`src/rtl/muldiv_pkg.sv`:
```
// muldiv_pkg: shared definitions for the iterative multiply/divide unit.
//   - op encodings (OP_MULTU, OP_MULT, OP_DIVU, OP_DIV)
//   - FSM state type and state constants
//   - default operand/result width
package muldiv_pkg;

    localparam int DEFAULT_WIDTH = 32;

    // Operation select: op[1] = divide, op[0] = signed.
    localparam logic [1:0] OP_MULTU = 2'b00;
    localparam logic [1:0] OP_MULT  = 2'b01;
    localparam logic [1:0] OP_DIVU  = 2'b10;
    localparam logic [1:0] OP_DIV   = 2'b11;

    typedef logic [1:0] state_t;

    localparam state_t ST_IDLE   = 2'd0;
    localparam state_t ST_RUN    = 2'd1;
    localparam state_t ST_FINISH = 2'd2;

endpackage

```
`src/rtl/muldiv_unit.sv`:
```
// muldiv_unit: iterative multiply / divide unit producing HI/LO results.
//
// One shift-add (multiply) or restoring shift-subtract (divide) step per
// cycle on operand magnitudes, followed by a sign-correction cycle.
// done rises WIDTH+1 edges after the edge that samples start.
//
// Handshake: start is sampled only in IDLE (busy low); a start seen while
// busy is high is dropped. done is a one-cycle pulse, and the cycle in
// which done is high is already IDLE, so a new start may be issued there.
//
// Configuration: define MULDIV_DIVIDE_EN to build the divide datapath.
// Without it, starts with op[1] = 1 are ignored and div_by_zero is 0.
//
// Ports:
//   clk          system clock, rising edge
//   reset        synchronous, active-high
//   start        request to begin an operation
//   op           00 MULTU, 01 MULT, 10 DIVU, 11 DIV
//   operand_a    multiplicand / dividend
//   operand_b    multiplier / divisor
//   busy         operation in progress
//   done         one-cycle completion pulse
//   hi           product upper half / remainder
//   lo           product lower half / quotient
//   div_by_zero  valid with done: divide had operand_b == 0
//   o_dbg_state  current FSM state
module muldiv_unit
    import muldiv_pkg::*;
#(
    parameter int WIDTH = DEFAULT_WIDTH
) (
    input  logic             clk,
    input  logic             reset,
    input  logic             start,
    input  logic [1:0]       op,
    input  logic [WIDTH-1:0] operand_a,
    input  logic [WIDTH-1:0] operand_b,
    output logic             busy,
    output logic             done,
    output logic [WIDTH-1:0] hi,
    output logic [WIDTH-1:0] lo,
    output logic             div_by_zero,
    output state_t           o_dbg_state
);

    localparam int CW = $clog2(WIDTH);

    state_t             r_state;
    logic [CW-1:0]      r_count;
    logic [WIDTH-1:0]   r_m;        // multiplicand or divisor magnitude
    logic [WIDTH-1:0]   r_acc_hi;   // partial product high / remainder
    logic [WIDTH-1:0]   r_acc_lo;   // multiplier bits / dividend-quotient
    logic               r_neg_q;    // negate product or quotient
    logic [WIDTH-1:0]   r_hi;
    logic [WIDTH-1:0]   r_lo;
    logic               r_done;
    logic               r_dbz_out;

    logic               w_accept;
    logic [WIDTH-1:0]   w_a_mag;
    logic [WIDTH-1:0]   w_b_mag;
    logic [WIDTH:0]     w_mul_sum;
    logic [2*WIDTH-1:0] w_prod;
    logic [2*WIDTH-1:0] w_prod_fix;
    logic [WIDTH-1:0]   w_step_hi;
    logic [WIDTH-1:0]   w_step_lo;
    logic [WIDTH-1:0]   w_res_hi;
    logic [WIDTH-1:0]   w_res_lo;

    // Magnitudes: only signed ops (op[0]) fold negative operands.
    assign w_a_mag = (op[0] && operand_a[WIDTH-1]) ? -operand_a : operand_a;
    assign w_b_mag = (op[0] && operand_b[WIDTH-1]) ? -operand_b : operand_b;

    // Multiply step: conditionally add the multiplicand, then shift the
    // {acc_hi, acc_lo} pair right, consuming one multiplier bit from acc_lo.
    assign w_mul_sum  = {1'b0, r_acc_hi} + (r_acc_lo[0] ? {1'b0, r_m} : '0);
    assign w_prod     = {r_acc_hi, r_acc_lo};
    assign w_prod_fix = r_neg_q ? -w_prod : w_prod;

`ifdef MULDIV_DIVIDE_EN
    logic               r_div;
    logic               r_neg_r;    // remainder follows the dividend sign
    logic               r_dbz;
    logic [WIDTH:0]     w_shift;
    logic [WIDTH:0]     w_diff;
    logic               w_fit;

    assign w_accept = start && (r_state == ST_IDLE);

    // Restoring divide: since remainder < divisor, the shifted value is
    // below 2*divisor, so bit WIDTH of the difference is a clean borrow.
    assign w_shift = {r_acc_hi, r_acc_lo[WIDTH-1]};
    assign w_diff  = w_shift - {1'b0, r_m};
    assign w_fit   = ~w_diff[WIDTH];
`else
    assign w_accept = start && (r_state == ST_IDLE) && !op[1];
`endif

    always_comb begin
        w_step_hi = w_mul_sum[WIDTH:1];
        w_step_lo = {w_mul_sum[0], r_acc_lo[WIDTH-1:1]};
        w_res_hi  = w_prod_fix[2*WIDTH-1:WIDTH];
        w_res_lo  = w_prod_fix[WIDTH-1:0];
`ifdef MULDIV_DIVIDE_EN
        if (r_div) begin
            w_step_hi = w_fit ? w_diff[WIDTH-1:0] : w_shift[WIDTH-1:0];
            w_step_lo = {r_acc_lo[WIDTH-2:0], w_fit};
            // A zero divisor leaves |a| in the remainder, so the normal
            // remainder correction already restores operand_a.
            w_res_hi  = r_neg_r ? -r_acc_hi : r_acc_hi;
            w_res_lo  = r_dbz ? '1 : (r_neg_q ? -r_acc_lo : r_acc_lo);
        end
`endif
    end

    always_ff @(posedge clk) begin
        if (reset) begin
            r_state   <= ST_IDLE;
            r_count   <= '0;
            r_m       <= '0;
            r_acc_hi  <= '0;
            r_acc_lo  <= '0;
            r_neg_q   <= 1'b0;
            r_hi      <= '0;
            r_lo      <= '0;
            r_done    <= 1'b0;
            r_dbz_out <= 1'b0;
`ifdef MULDIV_DIVIDE_EN
            r_div     <= 1'b0;
            r_neg_r   <= 1'b0;
            r_dbz     <= 1'b0;
`endif
        end else begin
            r_done    <= 1'b0;
            r_dbz_out <= 1'b0;
            case (r_state)
                ST_IDLE: begin
                    if (w_accept) begin
                        r_state  <= ST_RUN;
                        r_count  <= '0;
                        r_acc_hi <= '0;
                        r_neg_q  <= op[0] && (operand_a[WIDTH-1] ^ operand_b[WIDTH-1]);
`ifdef MULDIV_DIVIDE_EN
                        r_div    <= op[1];
                        r_neg_r  <= op[0] && operand_a[WIDTH-1];
                        r_dbz    <= op[1] && (operand_b == '0);
                        r_m      <= op[1] ? w_b_mag : w_a_mag;
                        r_acc_lo <= op[1] ? w_a_mag : w_b_mag;
`else
                        r_m      <= w_a_mag;
                        r_acc_lo <= w_b_mag;
`endif
                    end
                end
                ST_RUN: begin
                    r_acc_hi <= w_step_hi;
                    r_acc_lo <= w_step_lo;
                    r_count  <= r_count + 1'b1;
                    if (r_count == CW'(WIDTH-1)) begin
                        r_state <= ST_FINISH;
                    end
                end
                ST_FINISH: begin
                    r_hi    <= w_res_hi;
                    r_lo    <= w_res_lo;
                    r_done  <= 1'b1;
                    r_state <= ST_IDLE;
`ifdef MULDIV_DIVIDE_EN
                    r_dbz_out <= r_dbz;
`endif
                end
                default: begin
                    r_state <= ST_IDLE;
                end
            endcase
        end
    end

    assign busy        = (r_state != ST_IDLE);
    assign done        = r_done;
    assign hi          = r_hi;
    assign lo          = r_lo;
    assign div_by_zero = r_dbz_out;
    assign o_dbg_state = r_state;

endmodule

```
`config.mk`:
```
export PLATFORM = sky130hd
export DESIGN_NAME = muldiv_unit
export DESIGN_NICKNAME = d
export VERILOG_FILES = /design/src/rtl/muldiv_pkg.sv /design/src/rtl/muldiv_unit.sv
export SDC_FILE = /design/constraint.sdc
export NUM_CORES = 1
export LEC_CHECK = 0
export ABC_CLOCK_PERIOD_IN_PS = 5600
export BUFFER_PORTS_ARGS = -buffer_cell sky130_fd_sc_hd__buf_2
export CELL_PAD_IN_SITES_DETAIL_PLACEMENT = 1
export CELL_PAD_IN_SITES_GLOBAL_PLACEMENT = 2
export CORE_MARGIN = 5
export CORE_UTILIZATION = 35
export CTS_CLUSTER_SIZE = 12
export DETAILED_ROUTE_END_ITERATION = 16
export PLACE_DENSITY_LB_ADDON = 0.1
export SLEW_MARGIN = 10
export SYNTH_ARGS = -nofsm -noshare
export SYNTH_HDL_FRONTEND = slang
export SYNTH_SLANG_ARGS = --single-unit
```
`constraint.sdc`:
```
create_clock -name clk -period 5.6 [get_ports clk]
set_input_delay 0.28 -clock clk [delete_from_list [all_inputs] [get_ports clk]]
set_output_delay 0.28 -clock clk [all_outputs]
set_load 0.1 [all_outputs]
```
==> metrics, run 1 <==
final setup violation count 0; Tmin final approximately 3.6 ns; Critical R2R Launch r_acc_lo[0]$_SDFFE_PP0P_; total gr overflow 0; fillers roughly 3,700; Clock Skew 0.0113 ns; I/O pins 138; Num CTS Buffers 17; R2R cell count 9; FF+latch area around 0.0034 sq mm; Layout area overhead 15.3%; Root Driver clkbuf_16; RSZ-0062 raised after global routing false; Port Buffers 136; clock latency on the worst-skew pair approximately 0.45 ns; WL/cell between 15 and 20 um; Peak VDD IR 0.207 mV; Leakage around 4.7 nW; Reg2Reg Setup Slack between 1.5 and 2 ns; die area 0.0332 sq mm; total number of vias ~10,000; DIE WIDTH ~180 um; worst slew pin tran 1.08 ns; commonest non-fill, non-tap cell in the layout dfxtp_1; HP Class input port to flip-flop; DP HPWL 26,500 um; Seq/Total Area, Yosys between 30% and 40%; WHS Path Cells 3; first-pass GRT wire length about 54,000 um; worst reg2reg endpoint r_acc_hi[20]$_SDFFE_PP0P_; # rows 63; endpoint class of the critical path flip-flop; die height approximately 180 um; Largest delay share family, worst path compound AO/OA/AOI/OAI gates; Crit Path Class flip-flop to flip-flop; period utilisation layout between 60 and 70%; fin area between 0.01 and 0.015 sq mm; antenna violations before repair 0; most used cell, CP o21ai_0; relative slew slack 27.7%; synth warn 0; synth unique cells between 50 and 60; global placement routability congestion about 0.84; Synth Register Bits about 170; # Max-Cap Violations 0; vias per cell between 5 and 6; Reg clk slew, reported paths about 0.08 ns; post-CTS setup buffer count 0; First-pass DRT Iterations 5; initial core utilization between 30% and 40%; DRC errors left 0; Mapped Area a little over 0.01 sq mm; post-route setup TNS 0 ns; ys async rst share 0%; largest net degree at the start of global routing 87; hold endpoint r_m[0]$_SDFFE_PP0P_; cts hold-fix bufs 0; outcome finished, final reports clean; hold violation total from the final report 0; share of post-route cells with drive strength above 1 ~14%; hold wc startpoint operand_a[0]; Arr. time, crit path 4.01 ns; Net Count, Synth approximately 1,500; syn_area_per_cell ~7.7 sq um; Buffers & Inverters on Critical Path 0; CTS Sinks ~170; Final nets roughly 1,500; WL final between 30,000 and 40,000 um; CP Max Fanout 37; placed cell area between 0.01 and 0.015 sq mm; maximum clock frequency 276 MHz; post-route ant nets 0; CP Cell Sequence and2_1 -> ha_1 -> o21ai_0 -> a211oi_1 -> o21ai_0 -> o21ai_0 -> a21oi_1 -> or4_1 -> nand3_1; Critical Path Start Type flip-flop; Pwr Total between 2 and 3 mW; most frequent cells in the layout dfxtp_1 (168), nand2_1 (163), buf_2 (135); first-iteration detailed-routing DRC count about 620; number of global-route vias before repair 9,686; post-CTS resize count 0; max incr delay on CP 1.04 ns; fin. max-slew vios 0; WP data required 5.98 ns; top_reg_cell synth dfxtp_1; TritonCTS clock tree yes; Slowest cell on crit path dfxtp_1; total power per unit cell area about 250 mW/mm^2; EDFF count, synth 0; core box area about 0.029 sq mm; cells after synthesis 1,349; H-tree levels 4; Max Root-Sink Buffers 2; All-Layer GR Usage roughly 20%; multi-input combinational cell area between 0.006 and 0.007 sq mm
-- per-layer routing --
layer	up-vias	part of all wire (%)	GRT usage [%]
met5	-	0	0
met4	0	1.1	4.56
met3	25	4.6	3.29
met2	225	40	28.4
met1	4714	54	32.3
li1	4989	-	-
-- cell usage after synthesis (7+ instances only) --
| master | count | area [sq um] |
|---|---|---|
| a211oi_1 | 55 | 413 |
| nor3_1 | 27 | 135 |
| a31oi_1 | 12 | 75.1 |
| and2_1 | 35 | 219 |
| ha_1 | 37 | 463 |
| a22oi_1 | 27 | 203 |
| o31ai_1 | 30 | 225 |
| nand4_1 | 14 | 87.6 |
| a21oi_1 | 115 | 576 |
| nand2b_1 | 15 | 93.8 |
| o22ai_1 | 11 | 68.8 |
| and3_1 | 7 | 43.8 |
| or3_1 | 19 | 119 |
| o41ai_1 | 10 | 87.6 |
| dfxtp_1 | 169 | 3380 |
| o21ai_1 | 10 | 50.1 |
| nand2_1 | 163 | 612 |
| nor2_1 | 128 | 480 |
| inv_1 | 19 | 71.3 |
| clkbuf_1 | 83 | 312 |
| or2_2 | 8 | 50.1 |
| nand3_1 | 35 | 175 |
| or4_1 | 13 | 97.6 |
| o21ai_0 | 90 | 450 |
| nor4_1 | 10 | 62.6 |
| xor2_1 | 94 | 823 |
| a21o_1 | 8 | 60.1 |
| xnor2_1 | 45 | 394 |
-- kinds of logic after synthesis --
logic type	share of synthesized area (%)
AOI/OAI and AO/OA	24.0
xor gates and xnor gates	11.7
adders and majority gates	4.65
buffers and inverters	3.76
DFF	32.6
muxes	0.289
other	0.0361
and+or+nand+nor	22.9
-- power by group --
part / internal (mW) / total (mW) / switching, mW
logic: 0.140 / 0.399 / 0.259
registers: 1.23 / 1.28 / 0.0456
clock network: 0.729 / 1.29 / 0.557
total: 2.10 / 2.96 / 0.862
-- worst max path at each step --
stage | start | end | slack, ns | cells after the start
floorplan | r_acc_lo[0]$_SDFFE_PP0P_ | r_acc_hi[20]$_SDFFE_PP0P_ | 2.86 | 11
detailed placement | r_acc_lo[0]$_SDFFE_PP0P_ | r_acc_hi[20]$_SDFFE_PP0P_ | 1.98 | 9
global route | r_acc_lo[0]$_SDFFE_PP0P_ | r_acc_hi[20]$_SDFFE_PP0P_ | 1.58 | 9
finish | r_acc_lo[0]$_SDFFE_PP0P_ | r_acc_hi[20]$_SDFFE_PP0P_ | 1.97 | 9
CTS | r_acc_lo[0]$_SDFFE_PP0P_ | r_acc_hi[20]$_SDFFE_PP0P_ | 1.96 | 9
global placement | r_acc_lo[0]$_SDFFE_PP0P_ | r_acc_hi[20]$_SDFFE_PP0P_ | 2.08 | 9
-- stage by stage --
| stage | std cells | hold WS (ns) | worst slack (ns) | utilization [%] |
|---|---|---|---|---|
| after detailed placement | 1801 | 0.441 | 1.98 | 38.5 |
| after floorplan | 1349 | 0.416 | 2.86 | - |
| after global routing | 1833 | 0.107 | 1.58 | 40.6 |
| after global placement | 1801 | 0.432 | 2.08 | 38.5 |
| after CTS | 1833 | 0.0873 | 1.96 | 40.6 |
| final | 1834 | 0.104 | 1.97 | 40.6 |
-- area by class of cell --
cell class              count  area share [%]
repair buffers            146            6.34
clock buffers              18            3.67
diodes                      1          0.0209
multi-input cells        1077            55.5
inverters                  19           0.596
flip-flops and latches    169            28.3
clock inverters            14            1.54
well taps                 390            4.08
-- registers in the layout, indices dropped and copies added (netlist names) --
| name | cells |
|---|---|
| o_dbg_state | 2 |
| done | 1 |
| r_count | 5 |
| r_neg_q | 1 |
| hi | 32 |
| r_acc_hi | 32 |
| lo | 32 |
| r_acc_lo | 32 |
| r_m | 32 |
-- tightest hold or removal path, cell delays in order --
cell and delay, ns:
buf_2 0.13, nand2_1 0.06, a21oi_1 0.05
Power figures use the tool's default switching activity.
==> run 2: changes to the inputs <==
ABC_CLOCK_PERIOD_IN_PS = 3550   (was 5600)
CORE_UTILIZATION = 34   (was 35)
clock period = 3.55 ns   (was 5.6 ns; I/O delays follow)
==> run 2 against run 1 <==
Against the previous run:
- global-route usage shrank 0.18 points
- first-iteration DRC count shrank 17%
- core utilization shrank 0.73 points
- highest routed layer unchanged
==> metrics, run 2 (same netlist as run 1, synthesis figures left out) <==
worst slew pin tran 0.953 ns (-0.131 ns); die area 0.0341 sq mm (+2.8%); DIE WIDTH 185 um (+1.4%); period utilisation layout 85.3% (+21 points); number of global-route vias before repair 9,483 (-2.1%); worst hold slack 0.0287 ns (-0.0756 ns); first-pass GRT wire length 54,700 um (+0.47%); Critical R2R Launch r_acc_lo[31]$_SDFFE_PP0P_; largest net degree at the start of global routing 72 (-17%); endpoint class of the critical path flip-flop; met2 usage 27.1% (-1.3 points); clock latency on the worst-skew pair 0.45 ns (about the same); final core utilization 39.9% (-0.73 points); HP Class input port to flip-flop; post-CTS resize count 0 (unchanged); Clock Skew 0.0127 ns (+0.00141 ns); # rows 64 (+1.6%); fin. max-slew vios 0 (unchanged); relative slew slack 36.3% (+8.6 points); met1 usage 33.4% (+1.1 points); Arr. time, crit path 3.35 ns (-0.66 ns); CP Max Fanout 6 (-84%); DP HPWL 27,000 um (+1.8%); Placed Cells 1,826 (+1.4%); WL/cell 18.6 um (-0.64%); global placement routability congestion 0.839 (about the same); R2R cell count 7 (-2); Final nets 1,557 (+1.3%); total number of vias 9,928 (-0.25%); Max Root-Sink Buffers 2 (unchanged); share of post-route cells with drive strength above 1 15.2% (+0.97 points); total gr overflow 0 (unchanged); most used routing layer in global routing met1; cts hold-fix bufs 1 (+1); Tmin final 3.03 ns (-0.600 ns); WL final 34,700 um (+0.72%); Leakage 4.75 nW (+1.8%); WP data required 3.87 ns (-2.11 ns); placed cell area 0.0115 sq mm (+1.4%); die height 185 um (+1.4%); met3 usage 3.30% (+0.0070 points); diode count 0 (-1); H-tree levels 4 (unchanged); I/O pins 138 (unchanged); First-pass DRT Iterations 5 (unchanged); # Max-Cap Violations 0 (unchanged); Num CTS Buffers 17 (unchanged); Setup WS pre-CTS 0.551 ns (-1.43 ns); Pwr Total 4.57 mW (+54%); hold wc startpoint operand_a[1]; hold endpoint r_m[1]$_SDFFE_PP0P_; final setup violation count 0 (unchanged); Root Driver clkbuf_16; Port Buffers 136 (unchanged); core box area 0.0303 sq mm (+2.9%); Crit Path Class flip-flop to flip-flop; commonest non-fill, non-tap cell in the layout dfxtp_1; initial core utilization 34.2% (-1.0 points); RSZ-0062 raised after global routing false; setup ws final 0.522 ns (-1.45 ns); antenna violations before repair 0 (unchanged); hold violation total from the final report 0 (unchanged); WHS Path Cells 3 (unchanged); DRC errors left 0 (unchanged); TritonCTS clock tree yes; post-route ant nets 0 (unchanged); Reg2Reg Setup Slack 0.52 ns (-1.45 ns); final std cells w/o fill 1,859 (+1.4%); first-iteration detailed-routing DRC count 510 (-17%); post-CTS setup buffer count 0 (unchanged); worst reg2reg endpoint hi[30]$_SDFFE_PP0P_; vias per cell 5.34 (-1.6%); Peak VDD IR 0.350 mV (+69%); Layout area overhead 16.5%; most frequent cells in the layout dfxtp_1 (168), nand2_1 (163), buf_2 (135); All-Layer GR Usage 20.1% (-0.18 points); maximum clock frequency 330 MHz (+20%); post-route setup TNS 0 ns (unchanged); total power per unit cell area 378 mW/mm^2 (+53%); Critical Path Start Type flip-flop; outcome finished, final reports clean; Reg clk slew, reported paths 0.07 ns (about the same); CTS Sinks 169 (unchanged); fin area 0.0121 sq mm (+1.1%)
## run 2: power by group
part	leakage, nW	internal, mW	total, mW	switching (mW)
clock	0.289	1.04	1.89	0.853
sequential	1.37	1.95	2.01	0.0592
combinational	3.09	0.242	0.671	0.429
## run 2: area by class of cell
cell class / count / area (sq um)
well taps: 396 / 495
clock inverters: 10 / 110
flip-flops and latches: 169 / 3380
inverters: 19 / 71.3
fillers: 3742 / 18300
repair buffers: 166 / 923
multi-input cells: 1077 / 6640
clock buffers: 22 / 474
## run 2: routing by layer
metal  share of wire, %  up-vias
met5                  0        -
met4               0.76        0
met3                4.2       16
met2                 39      183
met1                 56     4677
li1                   -     5052
## run 2: worst max-delay path: stages, from the launching register on
cell and delay (ns):
dfxtp_1 0.39, or4_1 0.61, or4_1 0.48, nor4_2 0.50, nand2b_1 0.25, o41ai_1 0.40, xor2_1 0.19, o21ai_1 0.07
## run 2: worst max path at each step
stage                         startpoint  slack, ns                         to
2_1_floorplan   r_acc_lo[0]$_SDFFE_PP0P_       0.81  r_acc_hi[20]$_SDFFE_PP0P_
3_3_place_gp   r_acc_lo[10]$_SDFFE_PP0P_       0.60        lo[31]$_SDFFE_PP0P_
3_5_place_dp   r_acc_lo[31]$_SDFFE_PP0P_       0.55        hi[30]$_SDFFE_PP0P_
4_1_cts        r_acc_lo[25]$_SDFFE_PP0P_       0.52        hi[30]$_SDFFE_PP0P_
5_1_grt         r_acc_lo[0]$_SDFFE_PP0P_       0.35  r_acc_hi[28]$_SDFFE_PP0P_
6_report       r_acc_lo[31]$_SDFFE_PP0P_       0.52        hi[30]$_SDFFE_PP0P_
